===== src/rtl/exe_stage_pipe.sv =====
// Registered execute stage: operand forwarding, Val2 generation, ALU, branch target,
// and an iterative MUL/MLA unit. Valid/ready handshakes are on both sides.
module exe_stage_pipe #(
  parameter int DATA_W   = 32,
  parameter int IMM_W    = 24,
  parameter int MUL_BITS = 1
) (
  input  logic              clk,
  input  logic              rst,
  input  logic              in_valid,
  output logic              in_ready,
  input  logic [3:0]        exe_cmd,
  input  logic              is_mul,
  input  logic              mul_acc,
  input  logic              mem_r_en,
  input  logic              mem_w_en,
  input  logic [DATA_W-1:0] pc,
  input  logic [DATA_W-1:0] val_rn,
  input  logic [DATA_W-1:0] val_rm,
  input  logic [DATA_W-1:0] val_ra,
  input  logic [DATA_W-1:0] alu_res_fwd,
  input  logic [DATA_W-1:0] wb_data_fwd,
  input  logic [1:0]        sel_src1,
  input  logic [1:0]        sel_src2,
  input  logic              imm,
  input  logic [11:0]       shift_operand,
  input  logic [IMM_W-1:0]  signed_imm,
  input  logic [3:0]        sr,
  output logic              out_valid,
  input  logic              out_ready,
  output logic [DATA_W-1:0] alu_result,
  output logic [DATA_W-1:0] store_data,
  output logic [DATA_W-1:0] br_addr,
  output logic [3:0]        status
);
  // Handshake: a transfer happens on a rising edge where valid & ready are both high.
  // in_ready never looks at in_valid; the output register holds while out_valid & ~out_ready.

  localparam int MUL_CYCLES = DATA_W / MUL_BITS;
  localparam int CNT_W      = (MUL_CYCLES > 1) ? $clog2(MUL_CYCLES) : 1;
  localparam logic [CNT_W-1:0] CNT_LAST = CNT_W'(MUL_CYCLES - 1);

  typedef enum logic [1:0] {S_IDLE, S_MUL, S_DONE} state_t;

  state_t            state_q, state_d;
  logic              out_valid_q, out_valid_d;
  logic [DATA_W-1:0] alu_result_q, alu_result_d;
  logic [DATA_W-1:0] store_data_q, store_data_d;
  logic [DATA_W-1:0] br_addr_q, br_addr_d;
  logic [3:0]        status_q, status_d;
  logic [DATA_W-1:0] acc_q, acc_d, mcand_q, mcand_d, mplier_q, mplier_d;
  logic [CNT_W-1:0]  cnt_q, cnt_d;
  logic [1:0]        mul_cv_q, mul_cv_d;
  logic [DATA_W-1:0] mul_br_q, mul_br_d, mul_sd_q, mul_sd_d;

  logic              accept, out_free;
  logic [DATA_W-1:0] op1, rm_fwd, val2, b_op, alu_res, br_calc, partial;
  logic [31:0]       imm32, rot32;
  logic [4:0]        rot_amt, sh_amt;
  logic [DATA_W:0]   sum;
  logic              cin, use_sum, is_sub;
  logic [3:0]        alu_flags;

  assign out_free = ~out_valid_q | out_ready;
  assign in_ready = (state_q == S_IDLE) & out_free;
  assign accept   = in_valid & in_ready;

  always_comb begin
    unique case (sel_src1)
      2'b01:   op1 = alu_res_fwd;
      2'b10:   op1 = wb_data_fwd;
      default: op1 = val_rn;
    endcase
    unique case (sel_src2)
      2'b01:   rm_fwd = alu_res_fwd;
      2'b10:   rm_fwd = wb_data_fwd;
      default: rm_fwd = val_rm;
    endcase
  end

  // Val2 shifts the register-file Rm; the forwarded Rm feeds the store/multiplier path.
  always_comb begin
    imm32   = {24'b0, shift_operand[7:0]};
    rot_amt = {shift_operand[11:8], 1'b0};
    rot32   = (imm32 >> rot_amt) | (imm32 << (6'd32 - {1'b0, rot_amt}));
    sh_amt  = shift_operand[11:7];
    if (mem_r_en | mem_w_en) begin
      val2 = DATA_W'(shift_operand);
    end else if (imm) begin
      val2 = DATA_W'(rot32);
    end else begin
      unique case (shift_operand[6:5])
        2'b00:   val2 = val_rm << sh_amt;
        2'b01:   val2 = val_rm >> sh_amt;
        2'b10:   val2 = DATA_W'($signed(val_rm) >>> sh_amt);
        default: val2 = (val_rm >> sh_amt) | (val_rm << (DATA_W - int'(sh_amt)));
      endcase
    end
  end

  // Subtraction is op1 + ~val2 + cin, so the carry out is the no-borrow flag.
  always_comb begin
    is_sub  = (exe_cmd == 4'b0100) | (exe_cmd == 4'b0101);
    use_sum = is_sub | (exe_cmd == 4'b0010) | (exe_cmd == 4'b0011);
    b_op    = is_sub ? ~val2 : val2;
    unique case (exe_cmd)
      4'b0011, 4'b0101: cin = sr[1];
      4'b0100:          cin = 1'b1;
      default:          cin = 1'b0;
    endcase
    sum = {1'b0, op1} + {1'b0, b_op} + (DATA_W+1)'(cin);
    unique case (exe_cmd)
      4'b0001: alu_res = val2;
      4'b1001: alu_res = ~val2;
      4'b0010, 4'b0011, 4'b0100, 4'b0101: alu_res = sum[DATA_W-1:0];
      4'b0110: alu_res = op1 & val2;
      4'b0111: alu_res = op1 | val2;
      4'b1000: alu_res = op1 ^ val2;
      default: alu_res = '0;
    endcase
    if (use_sum) begin
      alu_flags = {alu_res[DATA_W-1], ~|alu_res, sum[DATA_W],
                   (op1[DATA_W-1] == b_op[DATA_W-1]) & (sum[DATA_W-1] != op1[DATA_W-1])};
    end else if (exe_cmd == 4'b0000 || exe_cmd > 4'b1001) begin
      alu_flags = sr;
    end else begin
      alu_flags = {alu_res[DATA_W-1], ~|alu_res, sr[1:0]};
    end
    br_calc = pc + (DATA_W'($signed(signed_imm)) << 2);
  end

  always_comb begin
    partial = '0;
    for (int j = 0; j < MUL_BITS; j++) begin
      if (mplier_q[j]) partial = partial + (mcand_q << j);
    end
  end

  always_comb begin
    state_d      = state_q;
    out_valid_d  = out_valid_q;
    alu_result_d = alu_result_q;
    store_data_d = store_data_q;
    br_addr_d    = br_addr_q;
    status_d     = status_q;
    acc_d        = acc_q;
    mcand_d      = mcand_q;
    mplier_d     = mplier_q;
    cnt_d        = cnt_q;
    mul_cv_d     = mul_cv_q;
    mul_br_d     = mul_br_q;
    mul_sd_d     = mul_sd_q;

    unique case (state_q)
      S_IDLE: if (accept && is_mul) begin
        state_d  = S_MUL;
        acc_d    = mul_acc ? val_ra : '0;
        mcand_d  = op1;
        mplier_d = rm_fwd;
        cnt_d    = '0;
        mul_cv_d = sr[1:0];
        mul_br_d = br_calc;
        mul_sd_d = rm_fwd;
      end
      S_MUL: begin
        acc_d    = acc_q + partial;
        mcand_d  = mcand_q << MUL_BITS;
        mplier_d = mplier_q >> MUL_BITS;
        cnt_d    = cnt_q + CNT_W'(1);
        if (cnt_q == CNT_LAST) state_d = S_DONE;
      end
      S_DONE: if (out_free) state_d = S_IDLE;
      default: state_d = S_IDLE;
    endcase

    if (accept && !is_mul) begin
      out_valid_d  = 1'b1;
      alu_result_d = alu_res;
      store_data_d = rm_fwd;
      br_addr_d    = br_calc;
      status_d     = alu_flags;
    end else if (state_q == S_DONE && out_free) begin
      out_valid_d  = 1'b1;
      alu_result_d = acc_q;
      store_data_d = mul_sd_q;
      br_addr_d    = mul_br_q;
      status_d     = {acc_q[DATA_W-1], ~|acc_q, mul_cv_q};
    end else if (out_ready) begin
      out_valid_d = 1'b0;
    end
  end

  always_ff @(posedge clk) begin
    if (rst) begin
      state_q      <= S_IDLE;
      out_valid_q  <= 1'b0;
      alu_result_q <= '0;
      store_data_q <= '0;
      br_addr_q    <= '0;
      status_q     <= '0;
      acc_q        <= '0;
      mcand_q      <= '0;
      mplier_q     <= '0;
      cnt_q        <= '0;
      mul_cv_q     <= '0;
      mul_br_q     <= '0;
      mul_sd_q     <= '0;
    end else begin
      state_q      <= state_d;
      out_valid_q  <= out_valid_d;
      alu_result_q <= alu_result_d;
      store_data_q <= store_data_d;
      br_addr_q    <= br_addr_d;
      status_q     <= status_d;
      acc_q        <= acc_d;
      mcand_q      <= mcand_d;
      mplier_q     <= mplier_d;
      cnt_q        <= cnt_d;
      mul_cv_q     <= mul_cv_d;
      mul_br_q     <= mul_br_d;
      mul_sd_q     <= mul_sd_d;
    end
  end

  assign out_valid  = out_valid_q;
  assign alu_result = alu_result_q;
  assign store_data = store_data_q;
  assign br_addr    = br_addr_q;
  assign status     = status_q;

endmodule


===== config.mk =====
export PLATFORM = sky130hd
export DESIGN_NAME = exe_stage_pipe
export DESIGN_NICKNAME = d
export VERILOG_FILES = /design/src/rtl/exe_stage_pipe.sv
export SDC_FILE = /design/constraint.sdc
export NUM_CORES = 1
export LEC_CHECK = 0
export CELL_PAD_IN_SITES_DETAIL_PLACEMENT = 1
export CELL_PAD_IN_SITES_GLOBAL_PLACEMENT = 1
export CORE_AREA = 2 2 314 316
export CTS_CLUSTER_SIZE = 20
export DETAILED_ROUTE_END_ITERATION = 12
export DIE_AREA = 0 0 316 318
export GPL_TIMING_DRIVEN = 0
export PLACE_DENSITY_LB_ADDON = 0.1
export SKIP_LAST_GASP = 1
export SYNTH_ARGS = -nofsm -noshare
export SYNTH_HDL_FRONTEND = slang
export SYNTH_SLANG_ARGS = --single-unit

===== constraint.sdc =====
create_clock -name clk -period 9.85 [get_ports clk]
set_input_delay 1.97 -clock clk [delete_from_list [all_inputs] [get_ports clk]]
set_output_delay 1.97 -clock clk [all_outputs]
set_load 0.01 [all_outputs]

Yosys cells after proc, flatten, opt, wreduce, memory -nomap -nowiden
Index checks and enable logic that the tools add are counted.
{ "classes": {"muxes": 35, "n_reduce_logical": 20, "eq_ne": 23, "n_addsub": 7, "magnitude_cmp": 1, "bitwise_logic": 15, "shifts": 6} }
{ "op_table": {"columns": ["operator", "count"], "rows": [
  ["32-bit 2-to-1 mux", 14],
  ["32-bit case mux with 2 select lines", 5],
  ["32-bit case mux with 6 select lines", 1],
  ["32-bit OR", 3],
  ["32-bit case mux with 3 select lines", 1],
  ["32-bit adder", 2],
  ["32-bit OR reduction", 2],
  ["32-bit by 32-bit adder with 33-bit output", 1],
  ["33-bit by 1-bit adder with 33-bit output", 1],
  ["32-bit AND", 1],
  ["32-bit NOT", 1],
  ["32-bit by 32-bit << shifter with 32-bit output", 1],
  ["32-bit by 5-bit << shifter with 32-bit output", 1],
  ["8-bit by 6-bit << shifter with 32-bit output", 1],
  ["32-bit by 5-bit >> shifter with 32-bit output", 1],
  ["8-bit by 5-bit >> shifter with 32-bit output", 1],
  ["32-bit by 5-bit >>> shifter with 32-bit output", 1],
  ["32-bit XOR", 1],
  ["4-bit by 3-bit equality test with 1-bit output, second input constant", 4],
  ["4-bit 2-to-1 mux", 4],
  ["5-bit case mux with 2 select lines", 1],
  ["2-bit by 1-bit equality test with 1-bit output, second input constant", 4],
  ["2-bit equality test, second input constant", 4],
  ["4-bit by 2-bit equality test with 1-bit output, second input constant", 2],
  ["30 further kinds", 49]
]} }
{ "totals": {"regBits": 270, "out_inout_bits": 102, "wordCells": 120, "in_bits": 249} }

Depth between registers and ports, before layout
{ "depth": {"word_depth": 16, "ltp_mapped": 33} }

Worst setup path before layout
Ideal clock, no wire load.
{ "synth_timing": {"path_kind": "input to register", "startpoint": "input shift_operand[7]", "endpoint": "register status_q[2] (netlist: status[2])", "required_ns": 9.754, "path_buffers": 8, "t_arrival_ns": 8.547, "cell_stages": 31, "slack_ns": 1.207, "path_cell_list": "buf_6 -> buf_6 -> inv_2 -> buf_2 -> buf_1 -> ha_1 -> buf_2 -> xor2_1 -> buf_2 -> buf_1 -> clkbuf_1 -> mux2i_1 -> nand2_1 -> a32oi_1 -> o21ai_0 -> or2_2 -> a21oi_1 -> xor2_1 -> ha_1 -> a21o_1 -> nor2b_1 -> o41ai_1 -> o21ai_0 -> a31oi_1 -> xnor2_1 -> nand2_1 -> o211ai_1 -> or4_1 -> nor4_2 -> nand4b_1 -> o41ai_2"} }
{ "synth_between": {"elab_chain_cells": 16} }
{ "synth_rtl": {"columns": ["item", "line_no", "rtl"], "rows": [
  ["start: declaration", "26", "input logic [11:0] shift_operand,"],
  ["6-bit by 5-bit subtractor with 7-bit output", "96", "default: val2 = (val_rm >> sh_amt) | (val_rm << (DATA_W - int'(sh_amt)));"],
  ["32-bit by 32-bit << shifter with 32-bit output", "96", null],
  ["32-bit OR", "96", null],
  ["32-bit case mux with 3 select lines", "92", "unique case (shift_operand[6:5])"],
  ["32-bit 2-to-1 mux", "89", "end else if (imm) begin"],
  ["32-bit 2-to-1 mux (*)", "87", "if (mem_r_en | mem_w_en) begin"],
  ["32-bit NOT", "105, 114", null],
  ["32-bit 2-to-1 mux", "105", "b_op = is_sub ? ~val2 : val2;"],
  ["32-bit by 32-bit adder with 33-bit output", "111", "sum = {1'b0, op1} + {1'b0, b_op} + (DATA_W+1)'(cin);"],
  ["33-bit by 1-bit adder with 33-bit output", "111", null],
  ["32-bit case mux with 6 select lines (*)", "112", "unique case (exe_cmd)"],
  ["32-bit OR reduction (*)", "122, 127", null],
  ["1-bit logical NOT (*)", "122, 127", null],
  ["4-bit 2-to-1 mux", "124", "end else if (exe_cmd == 4'b0000 || exe_cmd > 4'b1001) begin"],
  ["4-bit 2-to-1 mux (*)", "121", "if (use_sum) begin"],
  ["4-bit 2-to-1 mux (*)", "176", "if (accept && !is_mul) begin"],
  ["end signal: assignment", "214", "status_q <= status_d;"],
  ["end: declaration", "50", "logic [3:0] status_q, status_d;"]
]} }
Mark *: on every way between the ends. The rest lies on a longest branch, timed or not.
A chain may end at the register's enable or synchronous reset.

Worst setup path after layout
Same ends and word-level chain as after synthesis.

==> impl_metrics.ini <==
[floorplan]
io_pins = 351
die-area_sq_mm = 0.1005
die_x_um = 316
core_area_sq_mm = 0.09741
rows = 115
initial_core_util = 0.2964
die_h_um = 318

[sta]
clock-skew-final_ps = 30.64
timing.final.crit_share = 0.9878
layout_setup_ws_ps = 120.6
worst_pin_slew_ps = 1599
slew_violations = 2
finalHoldViolations = 0
setup_violations = 0
max_freq_ghz = 0.1028
period_needed_ps = 9729
fin_hold_ws_ps = 453.5
rsz0062_at_grt = true
max_slew_margin = -0.08135
tns_ps = 0

[worst_setup_path]
path_cells = dlymetal6s2s_1 > buf_6 > buf_12 > buf_12 > mux2i_1 > nor2_1 > mux2_2 > a221o_1 > nor4_1 > nor2_1 > xor2_1 > ha_1 > or4_1 > o211ai_1 > a31oi_2 > a31oi_2 > xnor2_1 > nand2_1 > o211ai_1 > or4_1 > nor4_2 > nand4b_1 > o41ai_2
crit_path_max_fanout = 10
crit_path_end_kind = register
worst_path_largest_cell_delay_ps = 1080
required_ps = 10350
arrival_ps = 10230
cp_slowest_cell = mux2i_1
start_kind = input pin
cp-startpoint = shift_operand[7]
critical_path_class = input pin to register
reg2reg_from = mplier_q[0]

[grt]
grt_pass1_wl_um = 280500
grt_pass1_vias = 34455
gr-usage-met2 = 0.6036
track_usage = 0.3954
grt.met3_usage = 0.1046
antenna_found_initial = 16
grt_use_met1 = 0.5194
grt-ovfl-total = 0
grt_max_degree = 20
grt.busiest_layer = met2

[layout]
fin_nets = 4648
layout_commonest_cell = nand2_1
final_area_sq_mm = 0.03524
finalNonFillerCells = 5547
final_cell_mix = nand2_1 (628), nor2_1 (358), clkdlybuf4s50_1 (342), dfxtp_1 (270), a21oi_1 (265)
utilization = 0.3618
drive_above_1_share = 0.08063
area_growth_pct = 22.06
fillers = 11837

[synth]
synth_area_per_cell_sq_um = 7.501
synth_seq_cells = 270
synth.area.mux_share = 0.1350
ys.flop_type = dfxtp_1
synth_xor_area_frac = 0.03701
synth_seq_area_share = 0.1872
yosysUniqueCellTypes = 110
synth_compound_area_frac = 0.2769
synth_area_sq_mm = 0.02887
yosys.area_share.simple = 0.2195
synth-edff-count = 0
synth_top_family_by_area = compound AO/OA/AOI/OAI gates
syn_nets = 4266
synth_cells = 3849
synthArstFlopShare = 0
synthAdderAreaFrac = 0.07385
yosys_warnings = 0

[place]
dpl-instance-area_sq_mm = 0.03394
dp_hpwl_um = 167100
globalplace.congestion = 1.063
numPortBuffers = 343
place_inst = 5481
pre_cts_slack_ps = -2877

[routing]
drtPass1Iterations = 7
drc = 0
wl_per_cell_um = 36.97
drt-total-wl_um = 205100
first_iter_violations = 3918
vias = 35019
via_per_inst = 6.313
ant_nets = 0

[power_and_ir_drop]
p_total_mw = 4.410
leakagePower_nw = 13.36
vdd_drop_max_uv = 119.6
power_density_mw_per_mm2 = 125.1

[clock_tree]
cts_buffer_depth = 3
clock_latency_ps = 610
cts_buffers = 31
root_buffer = clkbuf_16
tritoncts = built
path_clk_slew_ps = 60
cts.htree.levels = 1
cts.sinks = 270

[run]
max_cap_viol_count = 1

[hold_path]
hold_path_class = register to register
hold_path.startpoint = mul_sd_q[16]

[run_status]
status = finished with violations
failed_checks = capacitance limit, slew limit
[final timing paths]
check                       to  slack, ps  cells past startpoint
setup reg to reg     acc_q[31]       4940                     16
hold reg to reg   mul_sd_q[16]        450                      2
hold / removal    mul_sd_q[16]        450                      2
setup / recovery     status[2]        120                     23
[power by group]
| part | switching (mW) | internal, mW | total (mW) | leakage (nW) |
|---|---|---|---|---|
| combinational | 1.31 | 0.663 | 1.97 | 10.7 |
| sequential | 0.0707 | 1.17 | 1.24 | 2.21 |
| clock | 0.516 | 0.682 | 1.20 | 0.496 |
| total | 1.90 | 2.51 | 4.41 | 13.4 |
[registers in the layout (all words and copies together), names as in the netlist, 5 cells and up]
register,flops
acc_q,32
alu_result,32
br_addr,32
mcand_q,32
mplier_q,32
mul_br_q,32
mul_sd_q,32
store_data,32
cnt_q,5
[timing repair]
action	CTS	global route
pin swaps	1	5
setup endpoints to repair	30	8
hold buffers	0	0
gates resized for setup	28	27
setup buffers	1	6
[cell usage after synthesis (36+ instances only)]
cell        n  area, sq um
nand3_1    71        355.3
ha_1      164         2052
mux2i_1   135         1351
o211ai_1   41        307.8
a221oi_1   51        446.7
xor2_1     43        376.6
a311oi_1   98        858.3
inv_1     116        435.4
o21ai_0   150        750.7
and2_1     57        356.6
a31oi_1    74        462.9
nor3_1     55        275.3
nor2_1    358         1344
a21oi_1   269         1346
a211oi_1   56        420.4
mux4_2     82         1847
a21o_1     44        330.3
and3_1     36        225.2
a22oi_1   101        758.2
buf_2      41        205.2
nand2_1   629         2361
dfxtp_1   270         5405
clkbuf_1  242        908.4
xnor2_1    79        691.9
[routing by layer]
layer / part of all wire / up-vias
met5: 0.00056 / -
met4: 0.054 / 18
met3: 0.10 / 448
met2: 0.43 / 1924
met1: 0.42 / 17624
li1: - / 15005
[logic make-up after synthesis]
kind of cell / Yosys count
simple gates: 1412
mux: 263
xor+xnor: 122
flops: 270
compound gates: 1147
buf+inv: 467
fa+ha+maj: 168
[worst max-delay path, delay by kind of cell]
kind            cells  cell delay (ps)
compound gates      6             1590
xor+xnor            2              390
fa+ha+maj           1              330
buf+inv             4              970
mux                 2             1520
simple gates        8             3410
[area by class of cell]
type | count | area [sq um] | area share
Buffer | 344 | 1608 | 0.04562
Clock inverter | 9 | 101.3 | 0.002876
Inverter | 120 | 451.7 | 0.01282
Multi-Input combinational cell | 3112 | 21630 | 0.6138
Clock buffer | 47 | 905.9 | 0.02570
Tap cell | 1287 | 1610 | 0.04569
Antenna cell | 6 | 15.01 | 0.0004260
Timing Repair Buffer | 352 | 3513 | 0.09969
Sequential cell | 270 | 5405 | 0.1534
No activity file was read; power rests on OpenSTA's default activity.
